===== src/rtl/usb4_tx_pkg.sv =====
// Shared definitions for the lane transmit training sequencer.
//   sel_e     : datapath select encoding driven on d_sel
//   state_e   : sequencer state; values match sel_e so d_sel is the state code
//   DEF_*     : default ordered-set counts and watchdog limit
package usb4_tx_pkg;

    typedef enum logic [3:0] {
        SEL_SLOS1  = 4'd0,
        SEL_SLOS2  = 4'd1,
        SEL_G3_TS1 = 4'd2,
        SEL_G3_TS2 = 4'd3,
        SEL_G4_TS1 = 4'd4,
        SEL_G4_TS2 = 4'd5,
        SEL_G4_TS3 = 4'd6,
        SEL_G4_TS4 = 4'd7,
        SEL_DATA   = 4'd8,
        SEL_IDLE   = 4'd9
    } sel_e;

    typedef enum logic [3:0] {
        ST_SLOS1  = 4'd0,
        ST_SLOS2  = 4'd1,
        ST_G3_TS1 = 4'd2,
        ST_G3_TS2 = 4'd3,
        ST_G4_TS1 = 4'd4,
        ST_G4_TS2 = 4'd5,
        ST_G4_TS3 = 4'd6,
        ST_G4_TS4 = 4'd7,
        ST_DATA   = 4'd8,
        ST_IDLE   = 4'd9
    } state_e;

    localparam int unsigned DEF_N_SLOS1  = 2;
    localparam int unsigned DEF_N_SLOS2  = 2;
    localparam int unsigned DEF_N_G3_TS1 = 16;
    localparam int unsigned DEF_N_G3_TS2 = 8;
    localparam int unsigned DEF_N_G4_TS1 = 4;
    localparam int unsigned DEF_N_G4_TS2 = 4;
    localparam int unsigned DEF_N_G4_TS3 = 4;
    localparam int unsigned DEF_N_G4_TS4 = 16;
    localparam int unsigned DEF_TIMEOUT  = 4096;

    function automatic sel_e state_sel(input state_e s);
        return sel_e'(4'(s));
    endfunction

    function automatic logic is_training(input state_e s);
        return (s != ST_IDLE) && (s != ST_DATA);
    endfunction

    function automatic int unsigned max_u(input int unsigned a, input int unsigned b);
        return (a > b) ? a : b;
    endfunction

endpackage


===== src/rtl/lane_tx_sequencer_if.sv =====
// Control/status bundle between the training FSM / datapath and the
// lane transmit sequencer.
//   start, gen4, stop : training requests from the logical layer
//   os_sent           : one-cycle "ordered set done" pulse from the datapath
//   d_sel             : datapath pattern select
//   busy, done, link_up, timeout_err : sequencer status
// master drives requests; slave is the sequencer.
interface lane_tx_sequencer_if;
    logic       start;
    logic       gen4;
    logic       stop;
    logic       os_sent;
    logic [3:0] d_sel;
    logic       busy;
    logic       done;
    logic       link_up;
    logic       timeout_err;

    modport master (
        output start, gen4, stop, os_sent,
        input  d_sel, busy, done, link_up, timeout_err
    );

    modport slave (
        input  start, gen4, stop, os_sent,
        output d_sel, busy, done, link_up, timeout_err
    );
endinterface


===== src/rtl/phase_watchdog.sv =====
// Per-phase stall watchdog: counts enabled cycles, cleared on demand.
//   clk, rst : clock, synchronous active-high reset
//   clr      : zero the count (takes priority over en)
//   en       : count this cycle
//   expired  : count has reached TIMEOUT-1
module phase_watchdog #(
    parameter int unsigned TIMEOUT = 4096
) (
    input  logic clk,
    input  logic rst,
    input  logic clr,
    input  logic en,
    output logic expired
);

    localparam int unsigned W = (TIMEOUT > 1) ? $clog2(TIMEOUT) : 1;

    logic [W-1:0] cnt_q, cnt_d;

    assign expired = (cnt_q == W'(TIMEOUT - 1));

    // Holding at the limit keeps the counter from wrapping if the owner
    // does not clear it on expiry.
    always_comb begin
        cnt_d = cnt_q;
        if (clr) begin
            cnt_d = '0;
        end else if (en && !expired) begin
            cnt_d = cnt_q + 1'b1;
        end
    end

    always_ff @(posedge clk) begin
        if (rst) begin
            cnt_q <= '0;
        end else begin
            cnt_q <= cnt_d;
        end
    end

endmodule


===== src/rtl/lane_tx_sequencer.sv =====
// Lane transmit sequencer: walks the datapath through link-training
// ordered-set phases, counting os_sent pulses per phase, and aborts to
// idle if os_sent stalls longer than TIMEOUT cycles.
//   clk, rst : clock, synchronous active-high reset
//   bus      : slave side of lane_tx_sequencer_if (requests in, status out)
//
// state     | meaning
// ST_IDLE   | waiting for start
// ST_SLOS1  | Gen3 SLOS1 sets
// ST_SLOS2  | Gen3 SLOS2 sets
// ST_G3_TS1 | Gen3 TS1 sets
// ST_G3_TS2 | Gen3 TS2 sets
// ST_G4_TS1 | Gen4 TS1 sets
// ST_G4_TS2 | Gen4 TS2 sets
// ST_G4_TS3 | Gen4 TS3 sets
// ST_G4_TS4 | Gen4 TS4 sets
// ST_DATA   | link up, held until stop or rst
module lane_tx_sequencer
    import usb4_tx_pkg::*;
#(
    parameter int unsigned N_SLOS1  = DEF_N_SLOS1,
    parameter int unsigned N_SLOS2  = DEF_N_SLOS2,
    parameter int unsigned N_G3_TS1 = DEF_N_G3_TS1,
    parameter int unsigned N_G3_TS2 = DEF_N_G3_TS2,
    parameter int unsigned N_G4_TS1 = DEF_N_G4_TS1,
    parameter int unsigned N_G4_TS2 = DEF_N_G4_TS2,
    parameter int unsigned N_G4_TS3 = DEF_N_G4_TS3,
    parameter int unsigned N_G4_TS4 = DEF_N_G4_TS4,
    parameter int unsigned TIMEOUT  = DEF_TIMEOUT
) (
    input  logic                 clk,
    input  logic                 rst,
    lane_tx_sequencer_if.slave   bus
);

    localparam int unsigned N_MAX = max_u(max_u(max_u(N_SLOS1, N_SLOS2), max_u(N_G3_TS1, N_G3_TS2)),
                                          max_u(max_u(N_G4_TS1, N_G4_TS2), max_u(N_G4_TS3, N_G4_TS4)));
    localparam int unsigned CW = $clog2(N_MAX) + 1;

    if (N_SLOS1 == 0 || N_SLOS2 == 0 || N_G3_TS1 == 0 || N_G3_TS2 == 0 ||
        N_G4_TS1 == 0 || N_G4_TS2 == 0 || N_G4_TS3 == 0 || N_G4_TS4 == 0 || TIMEOUT == 0) begin : g_bad_param
        $error("lane_tx_sequencer: ordered-set counts and TIMEOUT must be nonzero");
    end

    state_e        state_q, state_d;
    logic [CW-1:0] os_cnt_q, os_cnt_d;
    logic          first_q, first_d;
    logic [3:0]    d_sel_q, d_sel_d;
    logic          busy_q, busy_d;
    logic          done_q, done_d;
    logic          link_up_q, link_up_d;
    logic          timeout_err_q, timeout_err_d;

    logic          counted;
    logic          wd_expired;
    logic [CW-1:0] cnt_last;
    state_e        phase_next;

    // Phase length and successor for the current phase.
    always_comb begin
        cnt_last   = '0;
        phase_next = ST_IDLE;
        case (state_q)
            ST_SLOS1:  begin cnt_last = CW'(N_SLOS1 - 1);  phase_next = ST_SLOS2;  end
            ST_SLOS2:  begin cnt_last = CW'(N_SLOS2 - 1);  phase_next = ST_G3_TS1; end
            ST_G3_TS1: begin cnt_last = CW'(N_G3_TS1 - 1); phase_next = ST_G3_TS2; end
            ST_G3_TS2: begin cnt_last = CW'(N_G3_TS2 - 1); phase_next = ST_DATA;   end
            ST_G4_TS1: begin cnt_last = CW'(N_G4_TS1 - 1); phase_next = ST_G4_TS2; end
            ST_G4_TS2: begin cnt_last = CW'(N_G4_TS2 - 1); phase_next = ST_G4_TS3; end
            ST_G4_TS3: begin cnt_last = CW'(N_G4_TS3 - 1); phase_next = ST_G4_TS4; end
            ST_G4_TS4: begin cnt_last = CW'(N_G4_TS4 - 1); phase_next = ST_DATA;   end
            default:   begin cnt_last = '0;                phase_next = ST_IDLE;   end
        endcase
    end

    always_comb begin
        state_d       = state_q;
        os_cnt_d      = os_cnt_q;
        timeout_err_d = timeout_err_q;
        // A pulse in the first cycle of a phase may belong to the previous
        // pattern, so it is not counted.
        counted       = bus.os_sent && !first_q && is_training(state_q);

        case (state_q)
            ST_IDLE: begin
                if (bus.start) begin
                    state_d       = bus.gen4 ? ST_G4_TS1 : ST_SLOS1;
                    timeout_err_d = 1'b0;
                end
            end
            ST_DATA: begin
                state_d = ST_DATA;
            end
            default: begin
                // A counted pulse beats a simultaneous watchdog expiry.
                if (counted) begin
                    if (os_cnt_q == cnt_last) begin
                        state_d  = phase_next;
                        os_cnt_d = '0;
                    end else begin
                        os_cnt_d = os_cnt_q + 1'b1;
                    end
                end else if (wd_expired) begin
                    state_d       = ST_IDLE;
                    os_cnt_d      = '0;
                    timeout_err_d = 1'b1;
                end
            end
        endcase

        if (bus.stop) begin
            state_d       = ST_IDLE;
            os_cnt_d      = '0;
            timeout_err_d = timeout_err_q;
        end

        first_d   = (state_d != state_q);
        d_sel_d   = 4'(state_sel(state_d));
        busy_d    = is_training(state_d);
        link_up_d = (state_d == ST_DATA);
        done_d    = (state_d == ST_DATA) && (state_q != ST_DATA);
    end

    always_ff @(posedge clk) begin
        if (rst) begin
            state_q       <= ST_IDLE;
            os_cnt_q      <= '0;
            first_q       <= 1'b0;
            d_sel_q       <= 4'(SEL_IDLE);
            busy_q        <= 1'b0;
            done_q        <= 1'b0;
            link_up_q     <= 1'b0;
            timeout_err_q <= 1'b0;
        end else begin
            state_q       <= state_d;
            os_cnt_q      <= os_cnt_d;
            first_q       <= first_d;
            d_sel_q       <= d_sel_d;
            busy_q        <= busy_d;
            done_q        <= done_d;
            link_up_q     <= link_up_d;
            timeout_err_q <= timeout_err_d;
        end
    end

    phase_watchdog #(.TIMEOUT(TIMEOUT)) u_watchdog (
        .clk     (clk),
        .rst     (rst),
        .clr     (counted || (state_d != state_q)),
        .en      (is_training(state_q)),
        .expired (wd_expired)
    );

    assign bus.d_sel       = d_sel_q;
    assign bus.busy        = busy_q;
    assign bus.done        = done_q;
    assign bus.link_up     = link_up_q;
    assign bus.timeout_err = timeout_err_q;

endmodule


===== src/flat_wrapper.sv =====
// flat-port wrapper written by rule: the top's interface ports become plain ports
module lane_tx_sequencer_flat import usb4_tx_pkg::*;
#(
    parameter int unsigned N_SLOS1  = DEF_N_SLOS1,
    parameter int unsigned N_SLOS2  = DEF_N_SLOS2,
    parameter int unsigned N_G3_TS1 = DEF_N_G3_TS1,
    parameter int unsigned N_G3_TS2 = DEF_N_G3_TS2,
    parameter int unsigned N_G4_TS1 = DEF_N_G4_TS1,
    parameter int unsigned N_G4_TS2 = DEF_N_G4_TS2,
    parameter int unsigned N_G4_TS3 = DEF_N_G4_TS3,
    parameter int unsigned N_G4_TS4 = DEF_N_G4_TS4,
    parameter int unsigned TIMEOUT  = DEF_TIMEOUT
)
  (clk, rst, bus_start, bus_gen4, bus_stop, bus_os_sent, bus_d_sel, bus_busy, bus_done, bus_link_up, bus_timeout_err);
  lane_tx_sequencer_if bus_i ();
  input  logic clk;
  input  logic rst;
  input wire logic [$bits(bus_i.start)-1:0] bus_start;
  input wire logic [$bits(bus_i.gen4)-1:0] bus_gen4;
  input wire logic [$bits(bus_i.stop)-1:0] bus_stop;
  input wire logic [$bits(bus_i.os_sent)-1:0] bus_os_sent;
  output wire logic [$bits(bus_i.d_sel)-1:0] bus_d_sel;
  output wire logic [$bits(bus_i.busy)-1:0] bus_busy;
  output wire logic [$bits(bus_i.done)-1:0] bus_done;
  output wire logic [$bits(bus_i.link_up)-1:0] bus_link_up;
  output wire logic [$bits(bus_i.timeout_err)-1:0] bus_timeout_err;
  assign bus_i.start = bus_start;
  assign bus_i.gen4 = bus_gen4;
  assign bus_i.stop = bus_stop;
  assign bus_i.os_sent = bus_os_sent;
  assign bus_d_sel = bus_i.d_sel;
  assign bus_busy = bus_i.busy;
  assign bus_done = bus_i.done;
  assign bus_link_up = bus_i.link_up;
  assign bus_timeout_err = bus_i.timeout_err;
  lane_tx_sequencer #(.N_SLOS1(N_SLOS1), .N_SLOS2(N_SLOS2), .N_G3_TS1(N_G3_TS1), .N_G3_TS2(N_G3_TS2), .N_G4_TS1(N_G4_TS1), .N_G4_TS2(N_G4_TS2), .N_G4_TS3(N_G4_TS3), .N_G4_TS4(N_G4_TS4), .TIMEOUT(TIMEOUT)) u_core (.clk(clk), .rst(rst), .bus(bus_i));
endmodule

===== config.mk =====
export PLATFORM = sky130hd
export DESIGN_NAME = lane_tx_sequencer_flat
export DESIGN_NICKNAME = d
export VERILOG_FILES = /design/src/rtl/usb4_tx_pkg.sv /design/src/rtl/lane_tx_sequencer_if.sv /design/src/rtl/phase_watchdog.sv /design/src/rtl/lane_tx_sequencer.sv /design/src/flat_wrapper.sv
export SDC_FILE = /design/constraint.sdc
export NUM_CORES = 1
export LEC_CHECK = 0
export CORE_MARGIN = 2
export CORE_UTILIZATION = 51
export DETAILED_ROUTE_END_ITERATION = 16
export PLACE_DENSITY = 0.74
export SLEW_MARGIN = 30
export SYNTH_ARGS = -nofsm -noshare
export SYNTH_HDL_FRONTEND = slang
export SYNTH_SLANG_ARGS = --single-unit

===== constraint.sdc =====
create_clock -name clk -period 2.61 [get_ports clk]
set_clock_uncertainty 0.2 [all_clocks]
set_input_delay 0.522 -clock clk [delete_from_list [all_inputs] [get_ports clk]]
set_output_delay 0.522 -clock clk [all_outputs]
set_load 0.005 [all_outputs]

Yosys cells after proc, flatten, opt, wreduce, memory -nomap -nowiden
Memories as Yosys holds them, arrays and structs flattened. A register that Yosys moved wholly into a read port is not among the register bits.
Cells that the tools add are included.
{"block": "totals", "reg_bits": 26, "mem_bits_ro": 56, "output_inout_bits": 8, "wordCells": 58, "mem_count": 1}
{"block": "classes", "addsub": 2, "eq_ne": 12, "mux": 16, "bitwise": 3, "n_reduce_logical": 16}
{"memory": "(name not given)", "depth": 8, "width": 7, "read_ports": 1, "rd_ports_with_merged_regs": 1, "wr": 0, "line": "lane_tx_sequencer.sv:63", "source": "case (state_q)"}
{"operator": "4-bit 2-to-1 mux", "count": 5}
{"operator": "4-bit inequality test, second input constant", "count": 4}
{"operator": "5-bit 2-to-1 mux", "count": 3}
{"operator": "12-bit by 1-bit adder with 12-bit output, second input constant", "count": 1}
{"operator": "12-bit equality test, second input constant", "count": 1}
{"operator": "4-bit equality test, second input constant", "count": 3}
{"operator": "9-bit 2-to-1 mux", "count": 1}
{"operator": "4-bit case mux with 2 select lines", "count": 1}
{"operator": "1-bit logical AND", "count": 6}
{"operator": "3-bit 2-to-1 mux", "count": 2}
{"operator": "2-bit OR reduction", "count": 3}
{"operator": "5-bit by 1-bit adder with 5-bit output, second input constant", "count": 1}
{"operator": "5-bit equality test", "count": 1}
{"operator": "5-bit AND reduction", "count": 1}
{"operator": "2-bit inequality test, second input constant", "count": 2}
{"operator": "4-bit inequality test", "count": 1}
{"operator": "2-bit nonzero test", "count": 2}
{"operator": "1-bit 2-to-1 mux", "count": 3}
{"operator": "1-bit inverter", "count": 3}
{"operator": "1-bit logical NOT", "count": 2}
{"operator": "1-bit case mux with 2 select lines", "count": 1}
{"operator": "2-bit AND reduction", "count": 1}
{"operator": "1-bit logical OR", "count": 1}

Logic depth before layout (Yosys ltp)
{"block": "logic_depth", "depth_word": 9, "depth_mapped": 11, "ltp_nobuf": 11}

Hierarchy
From an unflattened synthesis, not the netlist that was laid out.
{"block": "unflattened", "hier_cells": 206, "area_unflattened_um2": 1785.5}
{"mod": "lane_tx_sequencer", "instances": 1, "cells_per_inst": 133, "area_per_inst_um2": 1167.4, "seq_area_each_um2": 420.4}
{"mod": "phase_watchdog", "instances": 1, "cells_per_inst": 73, "area_per_inst_um2": 618.1, "seq_area_each_um2": 240.2}

Worst setup path after synthesis
No wires, ideal clock.
{"block": "synth_path", "kind": "flip-flop to flip-flop", "start": "reg u_core.state_q[3]", "end": "reg with a tool-made name", "setup_ns": 0.057, "arrival_time_ns": 2.228, "path_slack_ns": 0.125, "path_stages_with_launch": 12, "period_less_slack_ns": 2.485, "path_cell_list": "dfxtp_1 -> nor4b_1 -> a21oi_1 -> a221oi_4 -> buf_6 -> nand2_1 -> mux2_2 -> nor2_1 -> ha_1 -> nand2_1 -> nor2_1 -> a21o_1"}
{"element": "from (decl)", "line": "lane_tx_sequencer.sv:45", "source": "state_e state_q, state_d;"}
{"element": "from (signal assigned)", "line": "lane_tx_sequencer.sv:135", "source": "state_q <= state_d;"}

==> metrics.txt <==
Hold WC Path Type flip-flop to flip-flop; clk_lat worst skew ~0.32 ns; worst endpoint required time ~2.6 ns; CTS max path bufs 2; Post-DP HPWL a little under 3 mm; worst reg2reg path depth 10; Die Wd between 60 and 70 um; CTS root buffer clkbuf_4; # IOs 14; reg-to-reg startpoint u_core.state_q[3]; YS warnings 0; critical path's slowest cell dfxtp_4; post-synthesis cell area ~0.0017 mm^2; Final Max Tran Viols 0; Routed WL per cell 13.93 um; nets@finish approximately 250; Post-synth EDFFs 0; maximum clock frequency just under 400 MHz; first-pass GRT wire length approximately 6.5 mm; final core occ 0.6870; most common cell in the netlist nor2_1; Vias between 1500 and 2000; crit path capture type flip-flop; Rows 20; cell count after synthesis between 150 and 200; Worst Hold End u_core.bus.timeout_err; grt met2 use 0.3693; CTS Buf Count 5; GRT busiest layer met2; max_cap viols 0; Post-Layout Cell Count ~280; initial antenna violation count 0; Initial Util 0.5415; htree depth 2; Unique masters post-synth 42; Mean Syn Cell Area ~8.5 um^2; routing usage on met1 0.3073; r2r setup slk between 0.07 and 0.08 ns; Commonest cells post-synth nor2_1, dfxtp_1, nand2_1, a21oi_1, o21ai_0; maximum fanout along the worst path 8; Final ANT Viol Nets 0; Pwr Density roughly 440 mW/mm^2; WHS Path Cells 2; CTS clock-pin slew for the worst setup and hold paths around 0.10 ns; share of cells above drive strength 1 0.2343; vias in the first global route 1501; Leak slightly above 0.8 nW; Synth area leaders dfxtp_1, nor2_1, nand2_1; met3 usage 0.07563; critical-path cell list nor4b_4 -> a32oi_2 -> a221oi_4 -> mux2_2 -> nor2_1 -> o21ai_1 -> ha_2 -> nand2_1 -> nor2_2 -> a21o_1; fillcell total 256; WL final 3.941 mm; gr usage total 0.2393; Final setup viols 0; post-route minimum period ~2.5 ns; Primary FF master, synth dfxtp_1; area grow syn2layout 26.88%; critical path class flip-flop to flip-flop; VDD IR max 382.9 uV; Final Hold Vio Count 0; post-synthesis sequential area ratio 0.3964; core box area 0.003078 mm^2; startpoint types flip-flop; DP Cell Count about 270; die height between 60 and 70 um; ys async rst share 0; Critical Path AT 2.56 ns; final worst-path cycle share 0.9707; flops & latches, synth 33; Synth top area share 0.3964; Mapped Nets 207; CP max stage delay 0.39 ns; HP Start u_core.bus.timeout_err; I/O Buffers 13; residual DRC count 0; drt pass-1 iters 4; full die area roughly 0.0037 mm^2; RSZ-0062 raised after global routing true; post-synth top area cell dfxtp_1; largest net degree at the start of global routing 13; GP Congestion 0.9145; Sink Count 33; CTS Hold Bufs 0; Via density 5.534; Worst-Margin Slew between 0.4 and 0.5 ns; outcome finished clean; remaining global-route overflow 0; CTS tree built; antenna cells 0; Rel. slew slack 0.7077; Starting DRT DRC Count 75
## logic make-up after synthesis
group / Yosys count / share of synthesized area
multiplexers: 3 / 0.01952
XOR/XNOR: 12 / 0.06306
flip-flops: 33 / 0.3964
AND/OR/NAND/NOR: 98 / 0.2965
AO/OA/AOI/OAI: 36 / 0.1554
adder cells (fa/ha/maj): 4 / 0.03003
buffers and inverters: 11 / 0.03903
## critical path: cells and delay by family, from the launching register on
kind	cells	cell delay (ns)
muxes	1	0.38
and+or+nand+nor	4	0.52
DFF	1	0.39
AOI/OAI and AO/OA	4	0.72
adders and majority gates	1	0.22
## area by class of cell
| class | instances | area (um^2) | share of cell area |
|---|---|---|---|
| inverter | 3 | 11.26 | 0.005325 |
| sequential | 33 | 666.9 | 0.3154 |
| clock buffer | 7 | 55.05 | 0.02604 |
| multi-input combinational | 153 | 970.9 | 0.4592 |
| tap | 44 | 55.05 | 0.02604 |
| timing repair buffer | 43 | 355.3 | 0.1680 |
## placed cells by master, fill, tap and decap left out, types with 3 or more instances in the layout
cell type,n
a311oi_1,3
xor2_1,7
ha_1,3
nand2b_1,3
o21ai_0,9
nor2_1,37
nor3_1,7
dfxtp_1,30
nand2_1,18
nand3_1,8
inv_1,3
xnor2_1,5
buf_4,30
a21oi_1,9
a31oi_1,5
clkdlybuf4s50_1,13
nand4_1,6
clkbuf_4,5
## routing by layer
layer  part of all wire  up-vias  wire (um)
met3              0.041        2        160
met5                  0        -          0
met4             0.0076        0         30
li1                   -      777          -
met1               0.46      741       1809
met2               0.49       46       1942
## where the power goes
group / switching [mW] / internal (mW)
registers: 0.00836 / 0.513
logic: 0.0677 / 0.0645
clock network: 0.156 / 0.127
total: 0.232 / 0.705
## what timing repair did
| item | 4_1_cts | 5_1_grt |
|---|---|---|
| buffers inserted | 1 | 1 |
| gates cloned | 0 | 0 |
| resized for setup | 2 | 8 |
| pin swaps | 1 | 1 |
| endpoints found under the setup margin | 2 | 3 |
## per-stage QoR
stage / TNS [ns] / power [mW] / instance area, um^2 / hold slack [ns] / setup WS, ns
2_1_floorplan: 0 / 0.6069 / 1667 / 0.2736 / 0.1249
3_3_place_gp: -0.04164 / 0.6554 / 2008 / 0.2767 / -0.02240
3_5_place_dp: -0.2820 / 0.6590 / 2008 / 0.2822 / -0.1097
4_1_cts: 0 / 0.9433 / 2073 / 0.3034 / 0.04289
5_1_grt: -0.06405 / 0.9813 / 2115 / 0.3523 / -0.03412
6_report: 0 / 0.9368 / 2115 / 0.3062 / 0.07658
## worst max path at each step
stage / start / end / slack, ns / depth (start not counted)
3_5_place_dp: bus_os_sent / flip-flop / -0.11 / 10
2_1_floorplan: u_core.state_q[3] / flip-flop / 0.12 / 11
6_report: u_core.state_q[3] / flip-flop / 0.08 / 10
4_1_cts: u_core.state_q[3] / flip-flop / 0.04 / 10
5_1_grt: u_core.os_cnt_q[3] / flip-flop / -0.03 / 10
3_3_place_gp: bus_os_sent / flip-flop / -0.02 / 10
(Power assumes the default switching activity.)
==> RTL change: new RTL, config.mk and constraints unchanged <==
Set the package constant `DEF_N_G4_TS2` to 16 (it was 4).
--- a/src/rtl/usb4_tx_pkg.sv
+++ b/src/rtl/usb4_tx_pkg.sv
@@ -37,3 +37,3 @@
     localparam int unsigned DEF_N_G4_TS1 = 4;
-    localparam int unsigned DEF_N_G4_TS2 = 4;
+    localparam int unsigned DEF_N_G4_TS2 = 16;
     localparam int unsigned DEF_N_G4_TS3 = 4;
Behaviour: no difference found for any inputs over 10 cycles, from zero or initial values and one cycle with rst high; that may be too few to reach the edited logic, so the function may still have changed.
==> RTL change against the original RTL <==
  * Count of clock-buffer cells in the layout up 1
  * Largest power group unchanged
  * Largest cell class unchanged
  * Synthesized area up 8.6%
  * Sequential power up 1%
  * Total power up 0.97%
  * Final area up 7.0%
  * Synthesized cell count up 2.5%
  * Sequential cell count unchanged
  * Via count up 7.5%
  * Global-route usage down 0.67 points
  * Routed wire length up 16%
  * Setup slack worse by 47 ps
  * Core utilization down 1.4 points
==> RTL change: results <==
group,metric,value,unit
pwr,power_switching,0.000253,W
global_route,grt_max_degree,15,
global_route,groute.layer.met2.usage,37.4,%
timing,tightestPinTransition,675,ps
global_route,grt_util_all_layers,23.3,%
logic_synthesis,synth_xor_area_share,5.81,%
layout,layout.nonclk_buf_share,15.0,%
global_route,grt_pass1_vias,1569,
layout,finalNetCount,252,
pwr,power.sequential.total,0.000526,W
logic_synthesis,synth_nets,213,
global_route,grt_util_met1,29.3,%
worst_setup_path,worstPathMaxFanout,4,
pwr,pwr.group.clock,0.000273,W
worst_setup_path,standard_cell_with_the_maximum_stage_delay_on_the_critical_path,"sky130_fd_sc_hd__or4b_4",
layout,layout.comb_gates.multi_input,154,
layout,inverters,6,
logic_synthesis,synth_seq_area_share,36.5,%
layout,layout.clock_buffers,8,
place,gp_congestion,0.897,
pwr,static-leakage-power,0.950,nW
pwr,vdd.ir_drop.worst,345,µV
routing,wl_met1,2000,µm
logic_synthesis,synth_cell_type_count,55,
layout,final.fill_count,292,
logic_synthesis,synth_compound_area_share,18.7,%
worst_setup_path,worst_path_largest_cell_delay,510,ps
worst_setup_path,cp.arrival,2640,ps
layout,layout-drive-gt1-share,24.8,%
place,dpl_worst_slack,-156,ps
routing,total_detailed_routing_wirelength,4580,µm
routing,dr_iter_0_viols,86,
logic_synthesis,top_cells_by_instance_count_after_synthesis,"33 x sky130_fd_sc_hd__dfxtp_1, 18 x sky130_fd_sc_hd__and3_1, 17 x sky130_fd_sc_hd__nor2_1",
logic_synthesis,synth_area_leaders,"sky130_fd_sc_hd__dfxtp_1 37%, sky130_fd_sc_hd__and3_1 6.2%, sky130_fd_sc_hd__xor2_1 3.9%",
place,dpl.hpwl,3200,µm
run_status,outcome,"finished, final reports clean",
layout,fraction_of_area_in_multi_input_gates,50.0,%
clock_tree,clk_lat_worst_skew,340,ps
routing,met2RoutedLength,2190,µm
pwr,power.density,418,nW/µm²
routing,met3_wirelength,275,µm
logic_synthesis,synth.mux.area_fraction,2.77,%
layout,buffers,41,
global_route,grt_first_pass_wirelength,7290,µm
logic_synthesis,yosys.area_share.adder,3.46,%
RTL change: cell types whose count changed in the layout (fill, tap and decap cells not counted), moves of 3 or more:
cell	change
sky130_fd_sc_hd__nor2_1	-20
sky130_fd_sc_hd__and3_1	+17
sky130_fd_sc_hd__nand2_1	-9
sky130_fd_sc_hd__a31oi_1	-5
sky130_fd_sc_hd__a21oi_1	+3
sky130_fd_sc_hd__a21oi_2	+3
sky130_fd_sc_hd__nand3_1	-3
sky130_fd_sc_hd__nand4_1	-3
RTL change: worst min-delay path, delay by kind of cell, from the launching register on:
kind	cells	cell delay, ps
AOI/OAI and AO/OA	2	130
DFF	1	330
RTL change: path summary, 6_finish.rpt:
path | startpoint | to | slack [ps] | depth (start not counted)
hold / removal | u_core.bus.timeout_err | u_core.bus.timeout_err | 300 | 2
setup / recovery | u_core.state_q[3] | flip-flop | 30 | 8
hold reg to reg | u_core.bus.timeout_err | u_core.bus.timeout_err | 300 | 2
setup reg to reg | u_core.state_q[3] | flip-flop | 30 | 8
RTL change: through the flow:
step / hold WS (ps) / cells / cell area [µm²] / setup TNS (ps)
6_report: 303 / 288 / 2260 / 0
3_3_place_gp: 278 / 277 / 2140 / -241
5_1_grt: 315 / 288 / 2260 / -64.1
3_5_place_dp: 279 / 277 / 2140 / -1810
4_1_cts: 296 / 286 / 2200 / 0
2_1_floorplan: 248 / 202 / 1810 / 0
RTL change: repair_timing:
action | in CTS | in global routing
gates resized for setup | 2 | 10
pin swaps | 2 | 2
endpoints found under the setup margin | 13 | 18
endpoints found under the hold margin | 0 | 0
hold buffers | 0 | 0
cloned | 0 | 0
buffers inserted | 1 | 2
